## config.mk

```make
export PLATFORM = sky130hd
export DESIGN_NAME = hoplite_packet_tx_controller_flat
export DESIGN_NICKNAME = d
export VERILOG_FILES = /design/src/rtl/hoplite_packet_tx_controller_if.sv /design/src/rtl/hoplite_packet_tx_controller.sv /design/src/flat_wrapper.sv
export SDC_FILE = /design/constraint.sdc
export NUM_CORES = 1
export LEC_CHECK = 0
export ABC_AREA = 0
export CORE_ASPECT_RATIO = 2
export CORE_MARGIN = 2
export CORE_UTILIZATION = 30
export DETAILED_ROUTE_END_ITERATION = 8
export DONT_BUFFER_PORTS = 1
export GPL_TIMING_DRIVEN = 0
export PLACE_DENSITY = 0.48
export REMOVE_ABC_BUFFERS = 1
export SLEW_MARGIN = 10
export SYNTH_ARGS = -nofsm -noshare
export SYNTH_HDL_FRONTEND = slang
export SYNTH_SLANG_ARGS = --single-unit
```

## constraint.sdc

```tcl
create_clock -name clk -period 13.1 [get_ports clk]
set_clock_uncertainty 0.2 [all_clocks]
set_input_delay 2.62 -clock clk [delete_from_list [all_inputs] [get_ports clk]]
set_output_delay 2.62 -clock clk [all_outputs]
set_load 0.02 [all_outputs]
```

## src/rtl/hoplite_packet_tx_controller_if.sv

```systemverilog
// Signal bundle between the CPU MMIO side / Hoplite router injection port and the TX controller.
// master = host/router side, slave = controller side.
interface hoplite_packet_tx_controller_if #(
   parameter int unsigned COORD_BITS     = 1,
   parameter int unsigned DATA_WIDTH     = 32,
   parameter int unsigned FIFO_ADDR_BITS = 3
);
   logic [COORD_BITS-1:0]   x_coord_in;
   logic                    x_coord_in_valid;
   logic [COORD_BITS-1:0]   y_coord_in;
   logic                    y_coord_in_valid;
   logic [DATA_WIDTH-1:0]   message_in;
   logic                    message_in_valid;
   logic                    packet_complete;
   logic                    error_clear;
   logic [COORD_BITS-1:0]   flit_out_x;
   logic [COORD_BITS-1:0]   flit_out_y;
   logic [DATA_WIDTH-1:0]   flit_out_data;
   logic                    flit_out_last;
   logic                    flit_out_valid;
   logic                    flit_out_ready;
   logic                    tx_busy;
   logic                    packet_sent;
   logic                    tx_error;
   logic [FIFO_ADDR_BITS:0] fifo_count;

   modport master (
      output x_coord_in, x_coord_in_valid, y_coord_in, y_coord_in_valid,
             message_in, message_in_valid, packet_complete, error_clear,
             flit_out_ready,
      input  flit_out_x, flit_out_y, flit_out_data, flit_out_last, flit_out_valid,
             tx_busy, packet_sent, tx_error, fifo_count
   );

   modport slave (
      input  x_coord_in, x_coord_in_valid, y_coord_in, y_coord_in_valid,
             message_in, message_in_valid, packet_complete, error_clear,
             flit_out_ready,
      output flit_out_x, flit_out_y, flit_out_data, flit_out_last, flit_out_valid,
             tx_busy, packet_sent, tx_error, fifo_count
   );
endinterface

```

## src/rtl/hoplite_packet_tx_controller.sv

```systemverilog
// Buffers MMIO payload words and, on packet-complete, drains them as flits into the
// local Hoplite router injection port; reports busy / sent / sticky error status.
module hoplite_packet_tx_controller #(
   parameter int unsigned COORD_BITS     = 1,
   parameter int unsigned DATA_WIDTH     = 32,
   parameter int unsigned FIFO_DEPTH     = 8,
   parameter int unsigned FIFO_ADDR_BITS = 3
) (
   input  logic                          clk,
   input  logic                          reset_n,
   hoplite_packet_tx_controller_if.slave bus
);

   localparam int unsigned CNT_BITS = FIFO_ADDR_BITS + 1;

   typedef enum logic [1:0] {
      ST_IDLE = 2'd0,
      ST_SEND = 2'd1,
      ST_DONE = 2'd2
   } state_t;

   state_t                    r_state;
   state_t                    w_state_nxt;

   logic [DATA_WIDTH-1:0]     r_mem [FIFO_DEPTH];
   logic [FIFO_ADDR_BITS-1:0] r_wr_ptr;
   logic [FIFO_ADDR_BITS-1:0] r_rd_ptr;
   logic [CNT_BITS-1:0]       r_count;
   logic [COORD_BITS-1:0]     r_dest_x;
   logic [COORD_BITS-1:0]     r_dest_y;
   logic [COORD_BITS-1:0]     r_send_x;
   logic [COORD_BITS-1:0]     r_send_y;
   logic                      r_flit_valid;
   logic [DATA_WIDTH-1:0]     r_flit_data;
   logic                      r_flit_last;
   logic [COORD_BITS-1:0]     r_flit_x;
   logic [COORD_BITS-1:0]     r_flit_y;
   logic                      r_busy;
   logic                      r_sent;
   logic                      r_error;

   logic                      w_full;
   logic                      w_push;
   logic                      w_pop;
   logic                      w_err_set;
   logic [FIFO_ADDR_BITS-1:0] w_wr_ptr_nxt;
   logic [FIFO_ADDR_BITS-1:0] w_rd_ptr_nxt;
   logic [CNT_BITS-1:0]       w_count_nxt;
   logic [COORD_BITS-1:0]     w_dest_x_nxt;
   logic [COORD_BITS-1:0]     w_dest_y_nxt;
   logic [COORD_BITS-1:0]     w_send_x_nxt;
   logic [COORD_BITS-1:0]     w_send_y_nxt;
   logic [DATA_WIDTH-1:0]     w_head_nxt;
   logic                      w_flit_valid_nxt;
   logic [DATA_WIDTH-1:0]     w_flit_data_nxt;
   logic                      w_flit_last_nxt;
   logic [COORD_BITS-1:0]     w_flit_x_nxt;
   logic [COORD_BITS-1:0]     w_flit_y_nxt;
   logic                      w_busy_nxt;
   logic                      w_sent_nxt;
   logic                      w_error_nxt;

   // Next-state, FIFO control and registered-output precomputation
   always_comb begin
      w_state_nxt  = r_state;
      w_push       = 1'b0;
      w_pop        = 1'b0;
      w_err_set    = 1'b0;
      w_dest_x_nxt = r_dest_x;
      w_dest_y_nxt = r_dest_y;
      w_send_x_nxt = r_send_x;
      w_send_y_nxt = r_send_y;
      w_full       = (r_count == CNT_BITS'(FIFO_DEPTH));

      unique case (r_state)
         ST_IDLE: begin
            if (bus.x_coord_in_valid) w_dest_x_nxt = bus.x_coord_in;
            if (bus.y_coord_in_valid) w_dest_y_nxt = bus.y_coord_in;
            if (bus.message_in_valid) begin
               if (w_full) w_err_set = 1'b1;
               else        w_push    = 1'b1;
            end
            // The same-cycle word and coordinates are part of the packet being closed
            if (bus.packet_complete && ((r_count != '0) || w_push)) begin
               w_send_x_nxt = w_dest_x_nxt;
               w_send_y_nxt = w_dest_y_nxt;
               w_state_nxt  = ST_SEND;
            end
         end
         ST_SEND: begin
            w_err_set = bus.x_coord_in_valid | bus.y_coord_in_valid | bus.message_in_valid;
            if (r_flit_valid && bus.flit_out_ready) begin
               w_pop = 1'b1;
               if (r_count == CNT_BITS'(1)) w_state_nxt = ST_DONE;
            end
         end
         ST_DONE: begin
            w_err_set   = bus.x_coord_in_valid | bus.y_coord_in_valid | bus.message_in_valid;
            w_state_nxt = ST_IDLE;
         end
         default: w_state_nxt = ST_IDLE;
      endcase

      w_wr_ptr_nxt = r_wr_ptr + FIFO_ADDR_BITS'(w_push);
      w_rd_ptr_nxt = r_rd_ptr + FIFO_ADDR_BITS'(w_pop);
      w_count_nxt  = r_count + CNT_BITS'(w_push) - CNT_BITS'(w_pop);

      // A word pushed into an empty FIFO is not in the array yet; forward it
      w_head_nxt = (w_push && (r_count == '0)) ? bus.message_in : r_mem[w_rd_ptr_nxt];

      w_flit_valid_nxt = (w_state_nxt == ST_SEND);
      w_flit_data_nxt  = w_flit_valid_nxt ? w_head_nxt : '0;
      w_flit_last_nxt  = w_flit_valid_nxt && (w_count_nxt == CNT_BITS'(1));
      w_flit_x_nxt     = w_flit_valid_nxt ? w_send_x_nxt : '0;
      w_flit_y_nxt     = w_flit_valid_nxt ? w_send_y_nxt : '0;
      w_busy_nxt       = (w_state_nxt != ST_IDLE);
      w_sent_nxt       = (w_state_nxt == ST_DONE);
      // A new error beats a simultaneous clear
      w_error_nxt      = w_err_set | (r_error & ~bus.error_clear);
   end

   // State, pointers and registered outputs
   always_ff @(posedge clk) begin
      if (!reset_n) begin
         r_state      <= ST_IDLE;
         r_wr_ptr     <= '0;
         r_rd_ptr     <= '0;
         r_count      <= '0;
         r_dest_x     <= '0;
         r_dest_y     <= '0;
         r_send_x     <= '0;
         r_send_y     <= '0;
         r_flit_valid <= 1'b0;
         r_flit_data  <= '0;
         r_flit_last  <= 1'b0;
         r_flit_x     <= '0;
         r_flit_y     <= '0;
         r_busy       <= 1'b0;
         r_sent       <= 1'b0;
         r_error      <= 1'b0;
      end else begin
         r_state      <= w_state_nxt;
         r_wr_ptr     <= w_wr_ptr_nxt;
         r_rd_ptr     <= w_rd_ptr_nxt;
         r_count      <= w_count_nxt;
         r_dest_x     <= w_dest_x_nxt;
         r_dest_y     <= w_dest_y_nxt;
         r_send_x     <= w_send_x_nxt;
         r_send_y     <= w_send_y_nxt;
         r_flit_valid <= w_flit_valid_nxt;
         r_flit_data  <= w_flit_data_nxt;
         r_flit_last  <= w_flit_last_nxt;
         r_flit_x     <= w_flit_x_nxt;
         r_flit_y     <= w_flit_y_nxt;
         r_busy       <= w_busy_nxt;
         r_sent       <= w_sent_nxt;
         r_error      <= w_error_nxt;
      end
   end

   // Payload storage needs no reset; occupancy is tracked by the pointers
   always_ff @(posedge clk) begin
      if (reset_n && w_push) r_mem[r_wr_ptr] <= bus.message_in;
   end

   assign bus.flit_out_valid = r_flit_valid;
   assign bus.flit_out_data  = r_flit_data;
   assign bus.flit_out_last  = r_flit_last;
   assign bus.flit_out_x     = r_flit_x;
   assign bus.flit_out_y     = r_flit_y;
   assign bus.tx_busy        = r_busy;
   assign bus.packet_sent    = r_sent;
   assign bus.tx_error       = r_error;
   assign bus.fifo_count     = r_count;

endmodule

```

## src/flat_wrapper.sv

```systemverilog
// flat-port wrapper written by rule: the top's interface ports become plain ports
module hoplite_packet_tx_controller_flat 
#(
   parameter int unsigned COORD_BITS     = 1,
   parameter int unsigned DATA_WIDTH     = 32,
   parameter int unsigned FIFO_DEPTH     = 8,
   parameter int unsigned FIFO_ADDR_BITS = 3
)
  (clk, reset_n, bus_x_coord_in, bus_x_coord_in_valid, bus_y_coord_in, bus_y_coord_in_valid, bus_message_in, bus_message_in_valid, bus_packet_complete, bus_error_clear, bus_flit_out_ready, bus_flit_out_x, bus_flit_out_y, bus_flit_out_data, bus_flit_out_last, bus_flit_out_valid, bus_tx_busy, bus_packet_sent, bus_tx_error, bus_fifo_count);
  hoplite_packet_tx_controller_if #(.COORD_BITS(COORD_BITS), .DATA_WIDTH(DATA_WIDTH), .FIFO_ADDR_BITS(FIFO_ADDR_BITS)) bus_i ();
  input  logic clk;
  input  logic reset_n;
  input wire logic [$bits(bus_i.x_coord_in)-1:0] bus_x_coord_in;
  input wire logic [$bits(bus_i.x_coord_in_valid)-1:0] bus_x_coord_in_valid;
  input wire logic [$bits(bus_i.y_coord_in)-1:0] bus_y_coord_in;
  input wire logic [$bits(bus_i.y_coord_in_valid)-1:0] bus_y_coord_in_valid;
  input wire logic [$bits(bus_i.message_in)-1:0] bus_message_in;
  input wire logic [$bits(bus_i.message_in_valid)-1:0] bus_message_in_valid;
  input wire logic [$bits(bus_i.packet_complete)-1:0] bus_packet_complete;
  input wire logic [$bits(bus_i.error_clear)-1:0] bus_error_clear;
  input wire logic [$bits(bus_i.flit_out_ready)-1:0] bus_flit_out_ready;
  output wire logic [$bits(bus_i.flit_out_x)-1:0] bus_flit_out_x;
  output wire logic [$bits(bus_i.flit_out_y)-1:0] bus_flit_out_y;
  output wire logic [$bits(bus_i.flit_out_data)-1:0] bus_flit_out_data;
  output wire logic [$bits(bus_i.flit_out_last)-1:0] bus_flit_out_last;
  output wire logic [$bits(bus_i.flit_out_valid)-1:0] bus_flit_out_valid;
  output wire logic [$bits(bus_i.tx_busy)-1:0] bus_tx_busy;
  output wire logic [$bits(bus_i.packet_sent)-1:0] bus_packet_sent;
  output wire logic [$bits(bus_i.tx_error)-1:0] bus_tx_error;
  output wire logic [$bits(bus_i.fifo_count)-1:0] bus_fifo_count;
  assign bus_i.x_coord_in = bus_x_coord_in;
  assign bus_i.x_coord_in_valid = bus_x_coord_in_valid;
  assign bus_i.y_coord_in = bus_y_coord_in;
  assign bus_i.y_coord_in_valid = bus_y_coord_in_valid;
  assign bus_i.message_in = bus_message_in;
  assign bus_i.message_in_valid = bus_message_in_valid;
  assign bus_i.packet_complete = bus_packet_complete;
  assign bus_i.error_clear = bus_error_clear;
  assign bus_i.flit_out_ready = bus_flit_out_ready;
  assign bus_flit_out_x = bus_i.flit_out_x;
  assign bus_flit_out_y = bus_i.flit_out_y;
  assign bus_flit_out_data = bus_i.flit_out_data;
  assign bus_flit_out_last = bus_i.flit_out_last;
  assign bus_flit_out_valid = bus_i.flit_out_valid;
  assign bus_tx_busy = bus_i.tx_busy;
  assign bus_packet_sent = bus_i.packet_sent;
  assign bus_tx_error = bus_i.tx_error;
  assign bus_fifo_count = bus_i.fifo_count;
  hoplite_packet_tx_controller #(.COORD_BITS(COORD_BITS), .DATA_WIDTH(DATA_WIDTH), .FIFO_DEPTH(FIFO_DEPTH), .FIFO_ADDR_BITS(FIFO_ADDR_BITS)) u_core (.clk(clk), .reset_n(reset_n), .bus(bus_i));
endmodule
```

==> results of run 1 <==
[worst max-delay path, stage by stage]
cell	delay (ns)
and3_4	0.22
and2_1	0.18
ha_4	0.17
xor2_4	0.51
buf_12	0.26
buf_12	0.20
buf_16	0.18
mux4_2	0.20
nand2b_1	0.05
a311oi_1	0.41
[power breakdown]
group	switching [mW]	internal, mW	total, mW
Clock	0.371	0.533	0.905
Sequential	0.0652	1.13	1.20
Combinational	0.155	0.120	0.274
[metrics by stage]
step	setup WS (ns)	total power, mW	std cells
after detailed placement	7.69	1.50	1155
after global routing	8.16	2.47	1211
after CTS	8.28	2.41	1211
after global placement	2.08	1.47	1130
after floorplan	5.75	1.38	605
final	8.30	2.38	1211
[layout make-up]
type | count | area (µm²)
Multi-Input combinational cell | 283 | 2910
Tap cell | 525 | 657
Timing Repair Buffer | 25 | 453
Sequential cell | 311 | 8790
Clock inverter | 19 | 253
Clock buffer | 37 | 797
Inverter | 11 | 41.3
Fill cell | 3764 | 25300
[placed cells by master (no fill, tap or decap), drive strengths merged, types with 12 or more instances in the layout]
cell,netlist,layout
dfxtp,55,55
clkinv,0,12
edfxtp,256,256
mux4,64,64
clkbuf,20,37
a311oi,32,32
nand2,43,43
buf,13,25
nor2,46,46
nand2b,36,36
[logic make-up after synthesis]
family | count (synthesis) | synth area share
DFF | 311 | 0.742
and+or+nand+nor | 150 | 0.0607
muxes | 68 | 0.125
AOI/OAI and AO/OA | 48 | 0.0326
buffers and inverters | 44 | 0.0212
adders and majority gates | 12 | 0.0133
xor gates and xnor gates | 5 | 0.00528
[flip-flops by register name, summed over array words and instances, names as in the netlist, 2 cells and up]
signal and flops:
u_core.bus.fifo_count 4, u_core.bus.flit_out_data 32, u_core.r_mem 256, u_core.r_rd_ptr 3
u_core.r_state 2, u_core.r_wr_ptr 3
[layer usage]
| layer | routed length [µm] | vias to the layer above |
|---|---|---|
| met1 | 10100 | 2858 |
| li1 | - | 2551 |
| met5 | 0 | - |
| met4 | 544 | 0 |
| met3 | 1400 | 32 |
| met2 | 13100 | 136 |
[worst min-delay path by stage]
| stage | from | to | slack (ns) |
|---|---|---|---|
| 2_1_floorplan | u_core.r_dest_x | u_core.r_dest_x | 0.23 |
| 3_3_place_gp | u_core.r_dest_y | u_core.r_dest_y | 0.26 |
| 3_5_place_dp | u_core.r_dest_y | u_core.r_dest_y | 0.25 |
| 4_1_cts | u_core.r_dest_y | u_core.r_dest_y | 0.27 |
| 5_1_grt | u_core.r_dest_y | u_core.r_dest_y | 0.32 |
| 6_report | u_core.r_dest_x | u_core.r_dest_x | 0.27 |
==> summary.md, run 1 <==
| Metric | Value |
|---|---|
| Fin util | `0.355` |
| Hold buffers post-CTS | `0` |
| Number of clock sinks | `311` |
| Final #Nets | `716` |
| Power density cells | `171 mW/mm²` |
| Setup crit end kind | `flip-flop` |
| Critical Path AT | `5.04 ns` |
| Placed cell area | `0.0128 mm²` |
| Die width | `145 µm` |
| Final TNS setup | `0 ns` |
| Largest net degree at the start of global routing | `66` |
| CORE AREA | `0.0392 mm²` |
| Later-pin clock latency in the skew report | `0.57 ns` |
| Register area share after synthesis | `0.742` |
| GR Util met2 | `0.224` |
| Critical Path End | `u_core.bus.flit_out_data[24]` |
| GRT Total Usage | `0.125` |
| Syn Inst Count | `638` |
| Post-Syn Area | `0.0119 mm²` |
| Clock Tree Buf Depth | `3` |
| Slew Limit Fails | `0` |
| Ant diodes | `0` |
| IO Count | `85` |
| Drt wl/cell | `20.8 µm` |
| Synth warn | `0` |
| DR iter-0 viols | `241` |
| Synth Flop Type | `edfxtp_1` |
| Yosys cell types | `42` |
| GP Congestion | `0.697` |
| Worst Hold Class | `reg -> reg` |
| Via-to-Cell Ratio | `4.61` |
| Antenna violations before repair | `0` |
| Die Span Y | `285 µm` |
| WP data required | `13.34 ns` |
| First-pass GRT wire length | `38100 µm` |
| # H-tree levels | `1` |
| Share of cells above drive strength 1 | `0.230` |
| Vias in the first global route | `6020` |
| Detailed placement HPWL | `15400 µm` |
| Antenna Nets Post-Route | `0` |
| Final hold slack | `0.272 ns` |
| Max Cap Viol | `0` |
| Die area | `0.0412 mm²` |
| Reg2reg end | `u_core.bus.flit_out_data[24]` |
| Post-CTS Setup Repair Bufs | `0` |
| RSZ-0062 raised after global routing | `false` |
| Met1 Usage GRT | `0.151` |
| Final hold vios | `0` |
| Worst Setup SP | `bus_flit_out_ready` |
| Post-synth ARST share | `0` |
| GR peak layer | `met2` |
| Reg2Reg Depth | `11` |
| Outcome | `complete, no violations` |
| Worst-path maximum fanout | `20` |
| Synth area leader | `edfxtp_1` |
| Clock transition at path regs | `0.06 ns` |
| Most frequent cells after synthesis | `256 x edfxtp_1, 64 x mux4_2, 55 x dfxtp_1` |
| Hold path depth | `2` |
| Synthesized area per cell | `18.6 µm²` |
| WS Path Type | `in -> reg` |
| Post-synth EDFFs | `256` |
| Peak VDD IR | `0.123 mV` |
| Initial Utilization | `0.302` |
| Met3 usage | `0.0257` |
| Slew headroom | `0.470` |
| Overflow after GRT | `0` |
| R2R Setup Slk | `9.65 ns` |
| Number of I/O port buffers | `0` |
| DRC violations left | `0` |
| Final Setup Violations | `0` |
| Synth top area share | `0.649` |
| Row count | `103` |
| CP Launch Type | `primary input` |
| Post-Layout Inst Area | `0.0139 mm²` |
| Most area-consuming cells after synthesis | `edfxtp_1 65%, mux4_2 12%, dfxtp_1 9.3%` |
| TritonCTS clock tree | `done` |
| CTS buffer count | `30` |
| Final min period | `4.80 ns` |
| Final wirelength | `25100 µm` |
| Reg-to-reg startpoint | `u_core.r_state[0]` |
| Leak pwr | `4.48 nW` |
| DRT Pass-1 Iters | `4` |
| Synth Register Bits | `311` |
| Cts repair resizes | `0` |
| Top-count cell post-synth | `edfxtp_1` |
| Vias | `5577` |
| Tcrit/Tclk final | `0.366` |
| Root buf cell | `clkbuf_16` |
| Worst Tran Pin Value | `0.795 ns` |
| Area Growth Syn to Fin | `17.3%` |
| Fmax | `208 MHz` |
(Power assumes the default switching activity.)
==> run 2, diff against run 1 <==
==> constraint.sdc (replaced) <==
create_clock -name clk -period 4.56 [get_ports clk]
set_clock_uncertainty 0.2 [all_clocks]
set_input_delay 0.912 -clock clk [delete_from_list [all_inputs] [get_ports clk]]
set_output_delay 0.912 -clock clk [all_outputs]
set_load 0.02 [all_outputs]
==> results of run 2 <==
The final DEF is identical to that of run 1. Status: complete, no violations.
Main changes from that run: setup slack after placement 7.69 ns -> 0.858 ns; clock-pin slew on the worst setup and hold paths 0.06 ns -> 0.07 ns; setup slack after layout 8.30 ns -> 1.11 ns; hold slack 0.272 ns -> 0.224 ns; start point of the critical path bus_flit_out_ready -> u_core.r_state[0]; register-to-register setup slack 9.65 ns -> 1.11 ns; end point of the worst hold path u_core.r_dest_x -> u_core.r_mem[2][23]; total power 2.38 mW -> 6.83 mW; worst IR drop on VDD 0.123 mV -> 0.354 mV
